**src/rtl/hazard_pkg.sv**
```systemverilog
// Shared definitions for the pipeline hazard controller: FSM states,
// default parameter values and the countdown width helper.
package hazard_pkg;

    typedef enum logic {
        HZ_RUN    = 1'b0,
        HZ_MULDIV = 1'b1
    } hz_state_t;

    localparam int DEFAULT_MULDIV_LATENCY = 4;
    localparam int DEFAULT_REG_ADDR_W     = 5;
    localparam int DEFAULT_PERF_W         = 32;

    // Bits needed to hold MULDIV_LATENCY-1 (at least one bit).
    function automatic int cnt_width(input int lat);
        return (lat <= 2) ? 1 : $clog2(lat);
    endfunction

endpackage

```
**src/rtl/hazard_stall_timer.sv**
```systemverilog
// Mul/div occupancy countdown. Loaded when a mul/div enters EX, counts down
// once per unfrozen cycle, and flags zero on the final stall cycle.
module hazard_stall_timer #(
    parameter int CNT_W = 2
) (
    input  logic             clk,
    input  logic             rst,
    input  logic             load,
    input  logic [CNT_W-1:0] load_value,
    input  logic             freeze,
    output logic             zero
);

    logic [CNT_W-1:0] cnt_reg;

    // Countdown register: load has priority, freeze holds, stops at zero.
    always_ff @(posedge clk) begin
        if (!rst) begin
            cnt_reg <= '0;
        end else if (load) begin
            cnt_reg <= load_value;
        end else if (!freeze && (cnt_reg != '0)) begin
            cnt_reg <= cnt_reg - 1'b1;
        end
    end

    assign zero = (cnt_reg == '0);

endmodule

```
**src/rtl/hazard_ctrl.sv**
```systemverilog
// Central pipeline control: drives lock/flush of PC and stage registers from
// load-use, EX redirect, mul/div occupancy and memory wait, and counts
// stall cycles with saturation. Outputs are combinational (Mealy).
module hazard_ctrl
    import hazard_pkg::*;
#(
    parameter int MULDIV_LATENCY = DEFAULT_MULDIV_LATENCY,
    parameter int REG_ADDR_W     = DEFAULT_REG_ADDR_W,
    parameter int PERF_W         = DEFAULT_PERF_W
) (
    input  logic                  clk,
    input  logic                  rst,
    input  logic [REG_ADDR_W-1:0] id_rs1,
    input  logic [REG_ADDR_W-1:0] id_rs2,
    input  logic                  id_rs1_used,
    input  logic                  id_rs2_used,
    input  logic                  ex_memread,
    input  logic [REG_ADDR_W-1:0] ex_rd,
    input  logic                  ex_redirect,
    input  logic                  ex_muldiv,
    input  logic                  mem_busy,
    output logic                  pc_lock,
    output logic                  ifid_lock,
    output logic                  idex_lock,
    output logic                  exmem_lock,
    output logic                  memwb_lock,
    output logic                  ifid_flush,
    output logic                  idex_flush,
    output logic                  exmem_flush,
    output logic [PERF_W-1:0]     stall_cycles
);

    localparam int CNT_W    = cnt_width(MULDIV_LATENCY);
    localparam int LOAD_VAL = (MULDIV_LATENCY > 1) ? (MULDIV_LATENCY - 2) : 0;

    hz_state_t         state_reg, state_next;
    logic              timer_load;
    logic              timer_freeze;
    logic              timer_zero;
    logic              load_use;
    logic [PERF_W-1:0] stall_cycles_reg;

    // x0 is never written, and an unused source cannot depend on the load.
    assign load_use = ex_memread && (ex_rd != '0) &&
                      ((id_rs1_used && (id_rs1 == ex_rd)) ||
                       (id_rs2_used && (id_rs2 == ex_rd)));

    // Countdown only advances while actually stalling for mul/div and not
    // frozen by a memory wait.
    assign timer_freeze = mem_busy || (state_reg != HZ_MULDIV);

    hazard_stall_timer #(
        .CNT_W (CNT_W)
    ) u_timer (
        .clk        (clk),
        .rst        (rst),
        .load       (timer_load),
        .load_value (CNT_W'(LOAD_VAL)),
        .freeze     (timer_freeze),
        .zero       (timer_zero)
    );

    // State register.
    always_ff @(posedge clk) begin
        if (!rst) begin
            state_reg <= HZ_RUN;
        end else begin
            state_reg <= state_next;
        end
    end

    // Priority mux: exactly one rule drives the controls each cycle.
    always_comb begin
        state_next  = state_reg;
        timer_load  = 1'b0;
        pc_lock     = 1'b0;
        ifid_lock   = 1'b0;
        idex_lock   = 1'b0;
        exmem_lock  = 1'b0;
        memwb_lock  = 1'b0;
        ifid_flush  = 1'b0;
        idex_flush  = 1'b0;
        exmem_flush = 1'b0;
        if (!rst) begin
            state_next  = HZ_RUN;
            ifid_flush  = 1'b1;
            idex_flush  = 1'b1;
            exmem_flush = 1'b1;
        end else if (mem_busy) begin
            pc_lock    = 1'b1;
            ifid_lock  = 1'b1;
            idex_lock  = 1'b1;
            exmem_lock = 1'b1;
            memwb_lock = 1'b1;
        end else if (state_reg == HZ_MULDIV) begin
            pc_lock     = 1'b1;
            ifid_lock   = 1'b1;
            idex_lock   = 1'b1;
            exmem_flush = 1'b1;
            if (timer_zero) begin
                state_next = HZ_RUN;
            end
        end else if (ex_redirect) begin
            // ID holds a wrong-path instruction, so its hazards are moot.
            ifid_flush = 1'b1;
            idex_flush = 1'b1;
        end else if (ex_muldiv) begin
            pc_lock     = 1'b1;
            ifid_lock   = 1'b1;
            idex_lock   = 1'b1;
            exmem_flush = 1'b1;
            if (MULDIV_LATENCY > 1) begin
                state_next = HZ_MULDIV;
                timer_load = 1'b1;
            end
        end else if (load_use) begin
            pc_lock    = 1'b1;
            ifid_lock  = 1'b1;
            idex_flush = 1'b1;
        end
    end

    // Saturating count of cycles in which the PC was held.
    always_ff @(posedge clk) begin
        if (!rst) begin
            stall_cycles_reg <= '0;
        end else if (pc_lock && (stall_cycles_reg != '1)) begin
            stall_cycles_reg <= stall_cycles_reg + 1'b1;
        end
    end

    assign stall_cycles = stall_cycles_reg;

endmodule
```
**config.mk**
```make
export PLATFORM = sky130hd
export DESIGN_NAME = hazard_ctrl
export DESIGN_NICKNAME = d
export VERILOG_FILES = /design/src/rtl/hazard_pkg.sv /design/src/rtl/hazard_stall_timer.sv /design/src/rtl/hazard_ctrl.sv
export SDC_FILE = /design/constraint.sdc
export NUM_CORES = 1
export LEC_CHECK = 0
export ABC_AREA = 0
export CORE_MARGIN = 5
export CORE_UTILIZATION = 50
export CTS_CLUSTER_SIZE = 14
export DETAILED_ROUTE_END_ITERATION = 7
export GPL_TIMING_DRIVEN = 0
export PLACE_DENSITY = 0.85
export SLEW_MARGIN = 20
export SYNTH_ARGS = -nofsm -noshare
export SYNTH_HDL_FRONTEND = slang
export SYNTH_SLANG_ARGS = --single-unit
```
**constraint.sdc**
```tcl
create_clock -name clk -period 4.4 [get_ports clk]
set_input_delay 0.44 -clock clk [delete_from_list [all_inputs] [get_ports clk]]
set_output_delay 0.44 -clock clk [all_outputs]
set_load 0.005 [all_outputs]
```
# Yosys cells after proc, flatten, opt, wreduce, memory -nomap -nowiden
# Index checks and enable logic that the tools add are counted.
totals:
  register_bits: 35
  in_bits: 23
  output_inout_bits: 40
  word_cells: 56
classes:
  n_addsub: 2
  n_eq_ne: 3
  muxes: 31
  bitwise: 2
  n_reduce_logical: 14
ops:
  columns: ["op", "count"]
  rows:
  - ["$add 32x1->32 const B", 1]
  - ["$ne 32x32->1 const B", 1]
  - ["$mux 1", 29]
  - ["$eq 5x5->1", 2]
  - ["$logic_and 1x1->1", 6]
  - ["$reduce_bool 5->1", 1]
  - ["$mux 2", 2]
  - ["$reduce_bool 2->1", 2]
  - ["$logic_not 2->1", 1]
  - ["$logic_or 1x1->1", 2]
  - ["$not 1->1", 2]
  - ["$reduce_or 2->1", 1]
  - ["$sub 2x1->2 const B", 1]
  - ["$logic_not 1->1", 1]

# Longest topological paths before layout
logic_depth:
  word_depth: 11
  depth_mapped: 9
  mapped_depth_nobuf: 7

# Cells and area by module
# Synthesis repeated with hierarchy kept, for this count alone.
unflattened:
  cells_unflattened: 242
  hier_area_um2: 2021.9
by_module_without_submodules:
  columns: ["module", "instances", "cells_each", "area_each_um2", "seq_area_each_um2"]
  rows:
  - ["hazard_ctrl", 1, 228, 1904.3, 660.6]
  - ["hazard_stall_timer", 1, 14, 117.6, 40.0]

# Worst setup path after synthesis
# OpenSTA, ideal clock, no wires.
synth_timing:
  kind: "input to output"
  from: "input port ex_rd[1]"
  to: "output port pc_lock"
  arrival_time_ns: 1.642
  required_time_ns: 3.960
  slack_ns: 2.318
  stages: 6
  n_path_buf: 1
  path_cell_list: "or4_1 > o21a_1 > a21o_1 > nand2_1 > inv_1 > buf_4"
synth_between:
  elab_chain_cells: 10
  elab_cells_between_ends: 14
  cone_classes: "2 x eq/ne; 6 x mux; 6 x reduce/logical"
synth_lines:
  columns: ["item", "line", "text"]
  rows:
  - ["start: declaration", "hazard_ctrl.sv:18", "input logic [REG_ADDR_W-1:0] ex_rd,"]
  - ["$eq 5x5->1 (on tied branches)", "hazard_ctrl.sv:45, hazard_ctrl.sv:46", null]
  - ["$logic_and 1x1->1 (on tied branches)", "hazard_ctrl.sv:45, hazard_ctrl.sv:46", null]
  - ["$logic_or 1x1->1", "hazard_ctrl.sv:45", "((id_rs1_used && (id_rs1 == ex_rd)) ||"]
  - ["$logic_and 1x1->1 (*)", "hazard_ctrl.sv:44", "assign load_use = ex_memread && (ex_rd != '0) &&"]
  - ["$mux 1 (*) (6 in a row)", null, null]
  - ["end: declaration", "hazard_ctrl.sv:22", "output logic pc_lock,"]
# Mark *: on every way between the ends. The rest lies on a longest branch, timed or not.

# Final worst setup path
layout_timing:
  from: "input port ex_rd[1]"
  to: "output port pc_lock"
layout_between:
  elab_chain_cells: 10
  elab_cells_between_ends: 14
  cone_classes: "2 x eq/ne; 6 x mux; 6 x reduce/logical"
layout_lines:
  columns: ["item", "line", "text"]
  rows:
  - ["$eq 5x5->1 (on tied branches)", "hazard_ctrl.sv:45, hazard_ctrl.sv:46", null]
  - ["$logic_and 1x1->1 (on tied branches)", "hazard_ctrl.sv:45, hazard_ctrl.sv:46", null]
  - ["$logic_or 1x1->1", "hazard_ctrl.sv:45", null]
  - ["$logic_and 1x1->1 (*)", "hazard_ctrl.sv:44", null]
  - ["$mux 1 (*)", "hazard_ctrl.sv:116", "end else if (load_use) begin"]
  - ["$mux 1 (*)", "hazard_ctrl.sv:107", "end else if (ex_muldiv) begin"]
  - ["$mux 1 (*)", "hazard_ctrl.sv:103", "end else if (ex_redirect) begin"]
  - ["$mux 1 (*)", "hazard_ctrl.sv:95", "end else if (state_reg == HZ_MULDIV) begin"]
  - ["$mux 1 (*)", "hazard_ctrl.sv:89", "end else if (mem_busy) begin"]
  - ["$mux 1 (*)", "hazard_ctrl.sv:84", "if (!rst) begin"]
# Marked as above.

==> impl_metrics.ini <==
[status]
outcome = complete, no violations

[worst_setup_path]
cp_common_cell = clkdlybuf4s50_1
critPathTopFamily = buffers and inverters
critPathCaptureType = output pin
r2r_slack_ns = 1.96
slowest_delay_ns = 0.57
cp_max_fo = 5
critPathBufInv = 4
r2r-start = stall_cycles[0]$_SDFFE_PN0P_
path_class = in2out
crit_required_ns = 3.96
r2r_end = stall_cycles[22]$_SDFFE_PN0P_
start_kind = primary input
reg2reg_depth = 7
cpMaxStageDelayCell = or4_1
arrival_ns = 2.69
crit_chain = clkdlybuf4s50_1 -> or4_1 -> o21a_1 -> a21o_1 -> nand2_1 -> inv_1 -> buf_4 -> clkdlybuf4s50_1

[clock_tree]
cts.sinks = 35
cts_resized = 0
post-cts-setup-buffers = 0
clockBufferDepth = 2
clock_latency_ns = 0.29
cts_hold_buf = 0
root_buffer = clkbuf_8
cts_htree_levels = 2
cts_buffers = 5
cts_tree = built
cts.clk_slew.worst_paths_ns = 0.07

[floorplan]
die_h_um = 73.1
die_w_um = 73.1
start_util_pct = 50.8
rows = 23
die-area_um2 = 5340
core_um2 = 3910
ioPinCount = 63

[synth]
ys_types = 43
ys_async_sr_fraction_pct = 0
synth_area_leaders = dfxtp_1 (35%), a21oi_1 (5.8%), o31ai_1 (5.7%)
synth-edff-count = 0
yosysTopAreaCellShare_pct = 35.2
synth_nets = 267
synth_cells = 242
syn_area_um2 = 1990
synth-seq-cells = 35
synth_top_area_cell = dfxtp_1
synth-main-ff-cell = dfxtp_1
synth-seq-area-share_pct = 35.2
synth_area_per_cell_um2 = 8.22
yosys_warnings = 0

[finish]
area_growth_pct = 38.7
drive_gt1_share_pct = 7.72
fill_cells = 350
final_util_pct = 70.5
antenna_cells = 0
fin_nets = 336
largest_reg_flops = 32

[timing]
setup-tns-final_ns = 0
relSlewSlack_pct = 62.7
hold_ws_ns = 0.484
fmax_ghz = 0.320
slew_violations = 0
finalHoldViolations = 0
period_minus_slack_ns = 3.13
worst_slack_ns = 1.27
setup_viol = 0
rsz0062_at_grt = false
worst_pin_slew_ns = 0.560
fin_skew_ns = 0.00694
fin_crit_sh_pct = 71.1

[placement]
post-place-ws_ns = 1.27
place_hpwl_um = 4430
port_buffers = 62
gp_congestion = 0.821

[grt]
grt_pass1_wl_um = 9600
grt_max_degree = 11
antenna_found_initial = 0
grt_use_total_pct = 23.1
grt_overflow = 0
grt_pass1_vias = 2096

[pwr]
peakVddDrop_v = 0.000184
power.density_nw_per_um2 = 236
p_leak_nw = 0.900

[routing]
drtPass1Iterations = 5
vias_per_cell = 6.28
routed_wl_um = 6150
num_vias = 2266
post_drt_wl_per_cell_um = 17.0
drt_iter0_markers = 168
ant_nets = 0
post-route-drc-count = 0

[hold_path]
worst_hold_path.endpoint = stall_cycles[26]$_SDFFE_PN0P_
min_path_type = reg2reg
min_path_cells = 2
hold_start = stall_cycles[26]$_SDFFE_PN0P_

[run]
drv_cap = 0
-- per-stage QoR --
step / area (um2) / std cells / power [mW]
floorplan: 1990 / 242 / 0.370
CTS: 2760 / 361 / 0.649
finish: 2760 / 361 / 0.652
detailed placement: 2670 / 354 / 0.419
global placement: 2670 / 354 / 0.415
global route: 2760 / 361 / 0.673
-- worst max-delay path by stage --
stage	start	endpoint	slack, ns	cells past startpoint
global route	ex_rd[1]	pc_lock	1.19	8
CTS	ex_rd[1]	pc_lock	1.26	8
global placement	ex_rd[1]	pc_lock	1.31	8
detailed placement	ex_rd[1]	pc_lock	1.27	8
finish	ex_rd[1]	pc_lock	1.27	8
floorplan	ex_rd[1]	pc_lock	2.32	6
-- worst min-delay path, stage by stage (launching register included) --
cell and delay [ns]:
dfxtp_1 0.33, nand2_1 0.06, mux2i_1 0.05
-- power by group --
part | switching (mW) | internal [mW] | total [mW] | leakage (nW)
clock network | 0.117 | 0.123 | 0.239 | 0.0470
registers | 0.00248 | 0.319 | 0.322 | 0.282
logic | 0.0433 | 0.0477 | 0.0909 | 0.571
total | 0.162 | 0.490 | 0.652 | 0.900
-- per-layer routing --
metal  up-vias  global-route usage, %  wire (um)
met5         -                      0          0
met4         0                   12.1        211
met3        33                   5.37        407
met2       115                   38.7       3100
met1      1065                   27.3       2430
li1       1053                      -          -
-- cells in the mapped netlist (all sizes together) (3+ instances only) --
cell    instances
and4            4
clkbuf          3
o31ai          15
o21a            3
dfxtp          35
nand2          25
nor2           10
a21oi          23
xnor2          10
mux2i           5
buf            10
o211ai          3
inv             8
or4            13
nor4            3
nand4           9
nand3          14
and3            6
or3             9
o21ai          10
nand2b          4
-- logic make-up after synthesis --
family	after synthesis	synth area share, %
buffers and inverters	21	5.41
multiplexers	5	2.52
flip-flops	35	35.2
AND/OR/NAND/NOR	103	29.7
adder cells (fa/ha/maj)	2	1.26
XOR/XNOR	12	5.28
AO/OA/AOI/OAI	64	20.6
-- final cells by class --
| class | count | area [um2] | share of cell area (%) |
|---|---|---|---|
| tap | 50 | 62.6 | 2.27 |
| timing repair buffer | 62 | 621 | 22.5 |
| buffer | 13 | 77.6 | 2.81 |
| sequential | 35 | 701 | 25.4 |
| multi-input combinational | 186 | 1180 | 42.8 |
| clock inverter | 1 | 5.00 | 0.181 |
| clock buffer | 6 | 82.6 | 2.99 |
| inverter | 8 | 30.0 | 1.09 |
-- cell usage in the layout (no fill, tap or decap), types with 2 or more instances in the layout --
cell,Yosys,routed
a21oi_1,23,23
and4_1,2,2
nor3_1,2,2
ha_1,2,2
nor4_1,2,2
and3_1,6,6
nand2_1,25,25
clkbuf_8,0,6
clkbuf_1,3,3
o21ai_0,10,10
buf_2,2,2
o41ai_1,2,2
nand3_1,11,11
clkdlybuf4s50_1,0,62
xor2_1,2,2
o311ai_0,2,2
nand2b_1,4,4
o211ai_1,2,2
nand3_2,3,3
and4_4,2,2
o21a_1,3,3
or3_1,9,9
dfxtp_1,35,35
xnor2_1,10,10
o31ai_1,15,15
inv_1,7,7
nand4_1,9,9
buf_4,7,7
or4_1,13,13
nor2_1,10,10
mux2i_1,5,5
(Power assumes the default switching activity.)
